File: src/rtl/bin2bcd_pkg.sv
// Shared types and constants for the sequential binary-to-BCD converter.
// Provides the FSM state encoding and the leading-zero helper.
package bin2bcd_pkg;

    typedef enum logic [1:0] {
        IDLE,
        CONV,
        DONE
    } state_t;

    localparam int unsigned BCD_BASE   = 10;
    localparam int unsigned BCD_DIGITS = 3;
    localparam int unsigned BCD_W      = 4;

    // The ones digit never counts as a leading zero.
    function automatic logic [1:0] lz_count(input logic [BCD_W*BCD_DIGITS-1:0] b);
        logic [1:0] n;
        n = 2'd0;
        if (b[11:8] == 4'd0 && b[7:4] == 4'd0) n = 2'd2;
        else if (b[11:8] == 4'd0)              n = 2'd1;
        return n;
    endfunction

endpackage

File: src/rtl/bin2bcd_seq_if.sv
// Valid/ready handshake bundle between the binary producer, the converter
// and the BCD consumer.
interface bin2bcd_seq_if #(
    parameter int unsigned WIDTH  = 8,
    parameter int unsigned DIGITS = 3
);
    logic                  in_valid;
    logic                  in_ready;
    logic [WIDTH-1:0]      in_data;
    logic                  out_valid;
    logic                  out_ready;
    logic [4*DIGITS-1:0]   out_bcd;
    logic [1:0]            out_lz;

    modport master (
        output in_valid, in_data, out_ready,
        input  in_ready, out_valid, out_bcd, out_lz
    );

    modport slave (
        input  in_valid, in_data, out_ready,
        output in_ready, out_valid, out_bcd, out_lz
    );
endinterface

File: src/rtl/bin2bcd_seq_divider.sv
// Combinational unsigned restoring divider: q = x / y, r = x % y.
// Division by zero yields q = all ones and r = x truncated, never X.
module divider #(
    parameter int unsigned XW = 8,
    parameter int unsigned YW = 4,
    parameter int unsigned QW = 8,
    parameter int unsigned RW = 5
) (
    input  logic [XW-1:0] x,
    input  logic [YW-1:0] y,
    output logic [QW-1:0] q,
    output logic [RW-1:0] r
);

    logic [XW-1:0] quo;
    logic [YW:0]   rem;

    always_comb begin
        quo = '0;
        rem = '0;
        // Shift in one dividend bit per step, MSB first; rem stays below 2*y.
        for (int unsigned i = 0; i < XW; i++) begin
            rem = {rem[YW-1:0], x[XW-1-i]};
            if (rem >= {1'b0, y}) begin
                rem            = rem - {1'b0, y};
                quo[XW-1-i]    = 1'b1;
            end
        end
    end

    assign q = QW'(quo);
    assign r = RW'(rem);

endmodule

File: src/rtl/bin2bcd_seq.sv
// Sequential binary-to-BCD converter: one divide-by-10 per clock, digits
// shifted in from the top so the first remainder lands in the ones slot.
module bin2bcd_seq
    import bin2bcd_pkg::*;
#(
    parameter int unsigned WIDTH  = 8,
    parameter int unsigned DIGITS = BCD_DIGITS
) (
    input  logic          clk,
    input  logic          rst,
    bin2bcd_seq_if.slave  io
);

    localparam int unsigned CNT_W   = $clog2(DIGITS + 1);
    localparam int unsigned BCD_TOT = BCD_W * DIGITS;

    state_t               state, state_nx;
    logic [WIDTH-1:0]     work;
    logic [BCD_TOT-1:0]   bcd;
    logic [CNT_W-1:0]     cnt;

    logic [WIDTH-1:0]     div_q;
    logic [4:0]           div_r;
    logic                 div_r_msb_unused;

    divider #(
        .XW (WIDTH),
        .YW (BCD_W),
        .QW (WIDTH),
        .RW (5)
    ) u_div (
        .x (work),
        .y (BCD_W'(BCD_BASE)),
        .q (div_q),
        .r (div_r)
    );

    // Remainder of a divide by 10 is always < 10, so the top bit carries nothing.
    assign div_r_msb_unused = div_r[4];

    always_ff @(posedge clk or posedge rst) begin
        if (rst) state <= IDLE;
        else     state <= state_nx;
    end

    always_comb begin
        state_nx     = state;
        io.in_ready  = 1'b0;
        io.out_valid = 1'b0;
        io.out_bcd   = '0;
        io.out_lz    = '0;
        case (state)
            IDLE: begin
                io.in_ready = ~rst;
                if (io.in_valid) state_nx = CONV;
            end
            CONV: begin
                if (cnt == CNT_W'(DIGITS - 1)) state_nx = DONE;
            end
            DONE: begin
                io.out_valid = 1'b1;
                io.out_bcd   = bcd;
                io.out_lz    = lz_count(bcd);
                if (io.out_ready) state_nx = IDLE;
            end
            default: state_nx = IDLE;
        endcase
    end

    always_ff @(posedge clk or posedge rst) begin
        if (rst) begin
            work <= '0;
            bcd  <= '0;
            cnt  <= '0;
        end else begin
            case (state)
                IDLE: begin
                    if (io.in_valid) begin
                        work <= io.in_data;
                        bcd  <= '0;
                        cnt  <= '0;
                    end
                end
                CONV: begin
                    work <= div_q;
                    bcd  <= {div_r[BCD_W-1:0], bcd[BCD_TOT-1:BCD_W]};
                    cnt  <= cnt + 1'b1;
                end
                default: ;
            endcase
        end
    end

endmodule

File: src/flat_wrapper.sv
// flat-port wrapper written by rule: the top's interface ports become plain ports
module bin2bcd_seq_flat import bin2bcd_pkg::*;
#(
    parameter int unsigned WIDTH  = 8,
    parameter int unsigned DIGITS = BCD_DIGITS
)
  (clk, rst, io_in_valid, io_in_data, io_out_ready, io_in_ready, io_out_valid, io_out_bcd, io_out_lz);
  bin2bcd_seq_if #(.WIDTH(WIDTH), .DIGITS(DIGITS)) io_i ();
  input  logic clk;
  input  logic rst;
  input wire logic [$bits(io_i.in_valid)-1:0] io_in_valid;
  input wire logic [$bits(io_i.in_data)-1:0] io_in_data;
  input wire logic [$bits(io_i.out_ready)-1:0] io_out_ready;
  output wire logic [$bits(io_i.in_ready)-1:0] io_in_ready;
  output wire logic [$bits(io_i.out_valid)-1:0] io_out_valid;
  output wire logic [$bits(io_i.out_bcd)-1:0] io_out_bcd;
  output wire logic [$bits(io_i.out_lz)-1:0] io_out_lz;
  assign io_i.in_valid = io_in_valid;
  assign io_i.in_data = io_in_data;
  assign io_i.out_ready = io_out_ready;
  assign io_in_ready = io_i.in_ready;
  assign io_out_valid = io_i.out_valid;
  assign io_out_bcd = io_i.out_bcd;
  assign io_out_lz = io_i.out_lz;
  bin2bcd_seq #(.WIDTH(WIDTH), .DIGITS(DIGITS)) u_core (.clk(clk), .rst(rst), .io(io_i));
endmodule
File: config.mk
export PLATFORM = sky130hd
export DESIGN_NAME = bin2bcd_seq_flat
export DESIGN_NICKNAME = d
export VERILOG_FILES = /design/src/rtl/bin2bcd_pkg.sv /design/src/rtl/bin2bcd_seq_if.sv /design/src/rtl/bin2bcd_seq_divider.sv /design/src/rtl/bin2bcd_seq.sv /design/src/flat_wrapper.sv
export SDC_FILE = /design/constraint.sdc
export NUM_CORES = 1
export LEC_CHECK = 0
export BUFFER_PORTS_ARGS = -buffer_cell sky130_fd_sc_hd__clkbuf_2
export CORE_MARGIN = 2
export CORE_UTILIZATION = 47
export DETAILED_ROUTE_END_ITERATION = 6
export PLACE_DENSITY_LB_ADDON = 0.15
export RECOVER_POWER = 25
export SETUP_SLACK_MARGIN = 0.4
export SLEW_MARGIN = 20
export SYNTH_ARGS = -nofsm -noshare
export SYNTH_HDL_FRONTEND = slang
export SYNTH_SLANG_ARGS = --single-unit
File: constraint.sdc
create_clock -name clk -period 8.53 [get_ports clk]
set_input_delay 1.706 -clock clk [delete_from_list [all_inputs] [get_ports clk]]
set_output_delay 1.706 -clock clk [all_outputs]
set_load 0.05 [all_outputs]
=== After elaboration in Yosys (flattened, before gate mapping) ===
Index checks and enable logic that the tools add are counted.
Widths: inputs -> output; s select.

* Logic and storage cells: 67
* Output and inout bits: 16
* Bits in registers: 24
* Input bits: 12

* Equal/unequal tests: 6
* Bitwise operators: 1
* Multiplexer cells: 32
* Reduce and logical (&&, ||, !) cells: 7
* Add/sub/neg operators: 9
* Order comparisons: 8

{| class="wikitable"
|+ Operator list
! operator !! count
|-
| $ge 5x4->1 const B || 7
|-
| $mux 4 || 8
|-
| $sub 4x4->4 const B || 7
|-
| $mux 12 || 2
|-
| $pmux 12 s2 || 1
|-
| $pmux 8 s2 || 1
|-
| $mux 2 || 6
|-
| $mux 1 || 11
|-
| $logic_not 4->1 || 2
|-
| $mux 8 || 1
|-
| $pmux 2 s3 || 1
|-
| $eq 2x2->1 const B || 2
|-
| $ge 1x4->1 const B || 1
|-
| $ne 2x2->1 const B || 2
|-
| $pmux 2 s2 || 1
|-
| $sub 1x4->4 const B || 1
|-
| $reduce_and 3->1 || 1
|-
| $add 2x1->2 const B || 1
|-
| $eq 2x1->1 const B || 1
|-
| $logic_not 2->1 || 1
|-
| $ne 2x1->1 const B || 1
|-
| $reduce_and 2->1 || 1
|-
| $reduce_bool 2->1 || 1
|-
| $logic_and 1x1->1 || 1
|-
| $not 1->1 || 1
|}

=== Logic depth before layout (Yosys ltp) ===
* Depth after elaboration: 17
* Mapped depth: 24
* Mapped depth without buffers: 24

=== Cells and area by module ===
A second synthesis with hierarchy kept.

* Cells, all modules: 310
* Area total of the unflattened synthesis: 2777.7 µm²

{| class="wikitable"
|+ By module, submodules not included
! module !! seq. area each (µm²) !! cells an instance !! area an instance (µm²) !! instances
|-
| divider || 0.0 || 203 || 1645.3 || 1
|-
| bin2bcd_seq || 600.6 || 107 || 1132.3 || 1
|}

=== Least setup slack after synthesis ===
OpenSTA, ideal clock, no wires.

* Path kind: register to register
* Start point: reg u_core.work[6]
* End point: reg u_core.bcd[10]
* Data required time: 8410 ps
* Setup slack: 3921 ps
* Clock period less this slack: 4609 ps
* Setup time: 120 ps
* Data arrival time: 4489 ps
* Buffers on the path: 0
* Stages on the path, launching flop included: 24
* Path through: dfrtp_1 > inv_1 > ha_1 > inv_1 > ha_1 > xor2_1 > or2b_1 > ha_1 > o21a_1 > mux2i_1 > inv_1 > ha_1 > inv_1 > a221oi_1 > o31ai_1 > xnor2_2 > ha_1 > inv_1 > a21o_1 > a22oi_1 > ha_1 > o2111ai_2 > a221o_1 > a31o_1

* Word-level cells in the longest chain between the ends: 15
* Elaborated cells between the ends (all ways): 22
* Those cells by class: add/sub: 7; order compare: 7; mux: 8

{| class="wikitable"
|+ Ends and longest elaborated chain
! what !! line !! text
|-
| from (decl) || bin2bcd_seq.sv:18 || <nowiki>logic [WIDTH-1:0] work;</nowiki>
|-
| from (signal assigned) || bin2bcd_seq.sv:79 || <nowiki>work <= io.in_data;</nowiki>
|-
| from (signal assigned) || bin2bcd_seq.sv:85 || <nowiki>work <= div_q;</nowiki>
|-
| $sub 4x4->4 or $ge 5x4->1 (tied branches) || bin2bcd_seq_divider.sv:25, bin2bcd_seq_divider.sv:24 ||
|-
| $mux 4 (*) || bin2bcd_seq_divider.sv:24 || <nowiki>if (rem >= {1'b0, y}) begin</nowiki>
|-
| $sub 4x4->4 or $ge 5x4->1 (tied branches) || bin2bcd_seq_divider.sv:25, bin2bcd_seq_divider.sv:24 ||
|-
| $mux 4 (*) || bin2bcd_seq_divider.sv:24 ||
|-
| $sub 4x4->4 or $ge 5x4->1 (tied branches) || bin2bcd_seq_divider.sv:25, bin2bcd_seq_divider.sv:24 ||
|-
| $mux 4 (*) || bin2bcd_seq_divider.sv:24 ||
|-
| $sub 4x4->4 or $ge 5x4->1 (tied branches) || bin2bcd_seq_divider.sv:25, bin2bcd_seq_divider.sv:24 ||
|-
| $mux 4 (*) || bin2bcd_seq_divider.sv:24 ||
|-
| $ge 5x4->1 or $sub 4x4->4 (tied branches) || bin2bcd_seq_divider.sv:24, bin2bcd_seq_divider.sv:25 ||
|-
| $mux 4 (*) || bin2bcd_seq_divider.sv:24 ||
|-
| $sub 4x4->4 or $ge 5x4->1 (tied branches) || bin2bcd_seq_divider.sv:25, bin2bcd_seq_divider.sv:24 ||
|-
| $mux 4 (*) || bin2bcd_seq_divider.sv:24 ||
|-
| $sub 4x4->4 or $ge 5x4->1 (tied branches) || bin2bcd_seq_divider.sv:25, bin2bcd_seq_divider.sv:24 ||
|-
| $mux 4 (*) || bin2bcd_seq_divider.sv:24 ||
|-
| $pmux 12 s2 (*) || bin2bcd_seq.sv:76 || <nowiki>case (state)</nowiki>
|-
| to (signal assigned) || bin2bcd_seq.sv:86 || <nowiki>bcd <= {div_r[BCD_W-1:0], bcd[BCD_TOT-1:BCD_W]};</nowiki>
|-
| to (decl) || bin2bcd_seq.sv:19 || <nowiki>logic [BCD_TOT-1:0] bcd;</nowiki>
|}

Mark *: on every way between the ends. The rest lies on a longest branch, timed or not.
A chain may end at the register's enable or synchronous reset.

=== Worst setup path in the final report ===
Ends and elaborated chain as after synthesis.

==> results <==
- The flow ran to the end, and the final reports show no timing, DRC or antenna violations.
- The count of buffering cells on the critical path with inverters included is 5.
- The number of global-route vias before repair came to 1521.
- The final number of hold-violating endpoints came to 0.
- The worst stage delay on the critical path is 0.45 ns.
- Counting every sink on the clock net gives 24.
- The worst setup path is launched from a register.
- The number of max-slew violations in the final report is 0.
- The area of the core is 3610 um^2.
- The TritonCTS buffer count is 3.
- At the pin with the least slew margin, the transition time is 1.11 ns.
- After global routing the overflow that remains totals 0.
- The data required time at the worst endpoint is 8.68 ns.
- The critical path goes through inv_1, ha_1, inv_1, ha_1, xor2_1, or2b_1, ha_1, o21a_1, o21ai_1, mux2i_1, inv_1, ha_1, inv_1, a221oi_1, o31ai_1, xnor2_2, ha_1, inv_1, a21o_1, a22oi_1, ha_1, o2111ai_2, a221o_1, a31o_1.
- The maximum buffer depth of the clock tree is 2.
- Counting every instance in the synthesized netlist gives 198.
- The count of hold-fix buffers inserted at cts is 0.
- The type of the most critical hold path is register to register.
- The number of enable flip-flop cells after synthesis is 0.
- The synthesized area per cell is 8.77 um^2.
- Measured along the x axis, the die boundary spans 64.8 um.
- The final layout net count is 241.
- The effective utilization at floorplan is 48.2%.
- The CTS H-tree depth is 1.
- CTS placed an instance of sky130_fd_sc_hd__clkbuf_8 at the clock tree root.
- Once detail routing completed, the nets flagged for antenna violations numbered 0.
- Once the clock tree was built, the resizer swapped 0 gates to a different size.
- Clock latency on the worst-skew pair, taken at its later pin, is 0.25 ns.
- The register clock-pin slew on the reported worst setup and hold paths is 0.08 ns.
- The count of buffers from port buffering is 27.
- The violation count after the first detailed-routing iteration is 86.
- The async set-reset flop share out of synthesis is 100%.
- Ranked by total cell area, the synthesized netlist is headed by sky130_fd_sc_hd__dfrtp_1 35%, sky130_fd_sc_hd__ha_1 5.0%, sky130_fd_sc_hd__and3_1 4.7%.
- The worst setup path is of the register to register kind.
- STA classifies the critical path endpoint as a register.
- The first-pass GRT wire length is 6570 um.
- The pin count of the biggest net entering global routing is 25.
- The part of the Yosys area used for sequential elements is 34.6%.
- The cell repeated most along the worst path is sky130_fd_sc_hd__ha_1.
- The floorplan has 22 rows.
- The leading area contributor after synthesis is sky130_fd_sc_hd__dfrtp_1.
- After detailed routing, the average wire length per cell comes to 14.7 um.
- After layout, the minimum clock period comes to 5.28 ns.
- The routed wire length is 3950 um.
- The total global-route track usage is 19.4%.
- The initial antenna violation count is 0.
- The weighted congestion at the end of routability-driven global placement is 0.877.
- Setup slack on the critical path of the routed design comes to 3.25 ns.
- Pin placement for this block handled 28 I/O pins.
- The cell family with the largest share of critical-path delay is compound AO/OA/AOI/OAI gates.
- The clock skew after layout is 0.00352 ns.
- The count of synthesis-stage warnings from yosys is 0.
- The remaining routing DRC violations is 0.
- Derived from the worst setup path, the maximum achievable clock frequency is 0.189 GHz.
- The worst-path cell with the longest stage delay is sky130_fd_sc_hd__dfrtp_1.
- Measured against its own limit, the worst slew margin works out to 25.8%.
- The placement-stage worst setup slack is 3.34 ns.
- The post-synthesis register bit count is 24.
- The most used flip-flop cell after synthesis is sky130_fd_sc_hd__dfrtp_1.
- Summing over every cut layer, the via total after detailed routing is 1595.
- The die is 64.8 um tall.
- Setup repair after global routing left no endpoint under its margin.
- Max-cap violations in this run came to 0.
- 0 antenna diodes ended up in the layout.
- TritonCTS built the clock tree.
- The top cell type by area accounts for 34.6% of the synthesized area.
- The layout overhead on the synthesized area is 11.6%.
- The maximum fanout along the worst path is 6.
- At the worst endpoint, the arrival time is 5.43 ns.
- The worst slack on hold paths is 0.498 ns.
- The share of the cycle needed by the critical path after routing is 61.9%.
- Once the clock tree was built, the setup fixing pass inserted 0 buffers.
- The die footprint is 4200 um^2.
- The post-synth net total is 217.
- The share of post-route cells with drive strength above 1 is 19.1%.
- The vias per cell is 5.95.
- The iteration count of the initial detailed-routing pass is 5.
- The netlist uses 56 different library cells.
- The combined area of all synthesized cells is 1740 um^2.
- The aggregate negative setup slack is 0 ns.
- Detailed placement finished with a half-perimeter wire length of 3010 um.
- Setup violations remaining at the end of the flow were counted as 0.
-- area by class of cell --
cell class              instances  area, um^2
fillers                       347        1670
flip-flops and latches         24         601
repair buffers                 27         134
well taps                      48        60.1
clock buffers                   3        41.3
multi-input cells             149        1040
inverters                      17        63.8
-- per-stage QoR --
step	std cells	instance area, um^2	utilization [%]
6_report	268	1940	53.7
5_1_grt	268	1940	53.7
4_1_cts	268	1940	53.7
3_5_place_dp	265	1890	52.5
3_3_place_gp	265	1890	52.5
2_1_floorplan	198	1740	-
-- path summary, 6_finish.rpt --
check,from,to,slack [ns],cells past startpoint
worst max-delay path,u_core.work[6]$_DFFE_PP0P_,u_core.bcd[10]$_DFFE_PP0P_,3.25,24
worst min-delay path,u_core.cnt[0]$_DFFE_PP0P_,u_core.cnt[0]$_DFFE_PP0P_,0.50,1
worst max register to register,u_core.work[6]$_DFFE_PP0P_,u_core.bcd[10]$_DFFE_PP0P_,3.25,24
worst min register to register,u_core.cnt[0]$_DFFE_PP0P_,u_core.cnt[0]$_DFFE_PP0P_,0.50,1
max in group asynchronous,rst,u_core.work[1]$_DFFE_PP0P_,6.37,2
min in group asynchronous,rst,u_core.bcd[0]$_DFFE_PP0P_,1.62,2
-- kinds of logic (layout without fill, tap and decap cells) --
kind of cell             after synthesis  after routing  synth area share (%)
AND/OR/NAND/NOR                       78             78                  25.6
AO/OA/AOI/OAI                         58             58                  24.9
buffers and inverters                 25             47                  5.84
flip-flops                            24             24                  34.6
adder cells (fa/ha/maj)                7              7                  5.04
multiplexers                           4              4                  2.59
XOR/XNOR                               2              2                  1.44
-- placed cells by master (no fill, tap or decap), types with 2 or more instances in the layout --
master | synthesis | final
sky130_fd_sc_hd__o22ai_1 | 2 | 2
sky130_fd_sc_hd__a21oi_1 | 12 | 12
sky130_fd_sc_hd__nor3_1 | 6 | 6
sky130_fd_sc_hd__o21ai_0 | 8 | 8
sky130_fd_sc_hd__or2b_1 | 2 | 2
sky130_fd_sc_hd__nor4_1 | 2 | 2
sky130_fd_sc_hd__clkbuf_8 | 0 | 3
sky130_fd_sc_hd__nand2_1 | 16 | 16
sky130_fd_sc_hd__ha_1 | 7 | 7
sky130_fd_sc_hd__nor2_1 | 11 | 11
sky130_fd_sc_hd__and3_1 | 13 | 13
sky130_fd_sc_hd__mux2i_1 | 3 | 3
sky130_fd_sc_hd__nand4_1 | 2 | 2
sky130_fd_sc_hd__a32o_1 | 2 | 2
sky130_fd_sc_hd__inv_1 | 16 | 16
sky130_fd_sc_hd__o21a_1 | 2 | 2
sky130_fd_sc_hd__clkbuf_2 | 0 | 26
sky130_fd_sc_hd__a221o_1 | 2 | 2
sky130_fd_sc_hd__nor2b_1 | 2 | 2
sky130_fd_sc_hd__a22o_1 | 9 | 9
sky130_fd_sc_hd__o31ai_1 | 4 | 4
sky130_fd_sc_hd__or3_1 | 2 | 2
sky130_fd_sc_hd__dfrtp_1 | 24 | 24
sky130_fd_sc_hd__nand3_1 | 8 | 8
sky130_fd_sc_hd__a31oi_1 | 3 | 3
-- synth_stat cells, types with 3 or more instances --
cell type,instances
sky130_fd_sc_hd__dfrtp_1,24
sky130_fd_sc_hd__inv_1,16
sky130_fd_sc_hd__nand2_1,16
sky130_fd_sc_hd__and3_1,13
sky130_fd_sc_hd__a21oi_1,12
sky130_fd_sc_hd__nor2_1,11
sky130_fd_sc_hd__a22o_1,9
sky130_fd_sc_hd__nand3_1,8
sky130_fd_sc_hd__o21ai_0,8
sky130_fd_sc_hd__clkbuf_1,7
sky130_fd_sc_hd__ha_1,7
sky130_fd_sc_hd__nor3_1,6
sky130_fd_sc_hd__o31ai_1,4
sky130_fd_sc_hd__a31oi_1,3
sky130_fd_sc_hd__mux2i_1,3
-- worst register-to-register path, delay by kind of cell, from the launching register on --
kind,cells,cell delay [ns]
mux,1,0.15
buf+inv,5,0.44
flops,1,0.45
fa+ha+maj,6,1.39
xor+xnor,2,0.52
compound gates,9,1.96
simple gates,1,0.29
-- flip-flops by register name, indices dropped and copies added (netlist names) --
signal / cells
u_core.state: 2
u_core.cnt: 2
u_core.work: 8
u_core.bcd: 12
-- per-layer routing --
layer | wire length (um) | vias up | track usage (%) | share of wire, %
li1 | - | 782 | - | -
met3 | 161 | 2 | 2.26 | 4.1
met2 | 1970 | 45 | 35.6 | 50
met1 | 1800 | 766 | 23.9 | 45
met5 | 0 | - | 0 | 0
met4 | 25 | 0 | 5.05 | 0.63
Power is left out: the tool's default activity adds up to more than one toggle a clock period on the data nets, which glitch-free logic cannot reach.
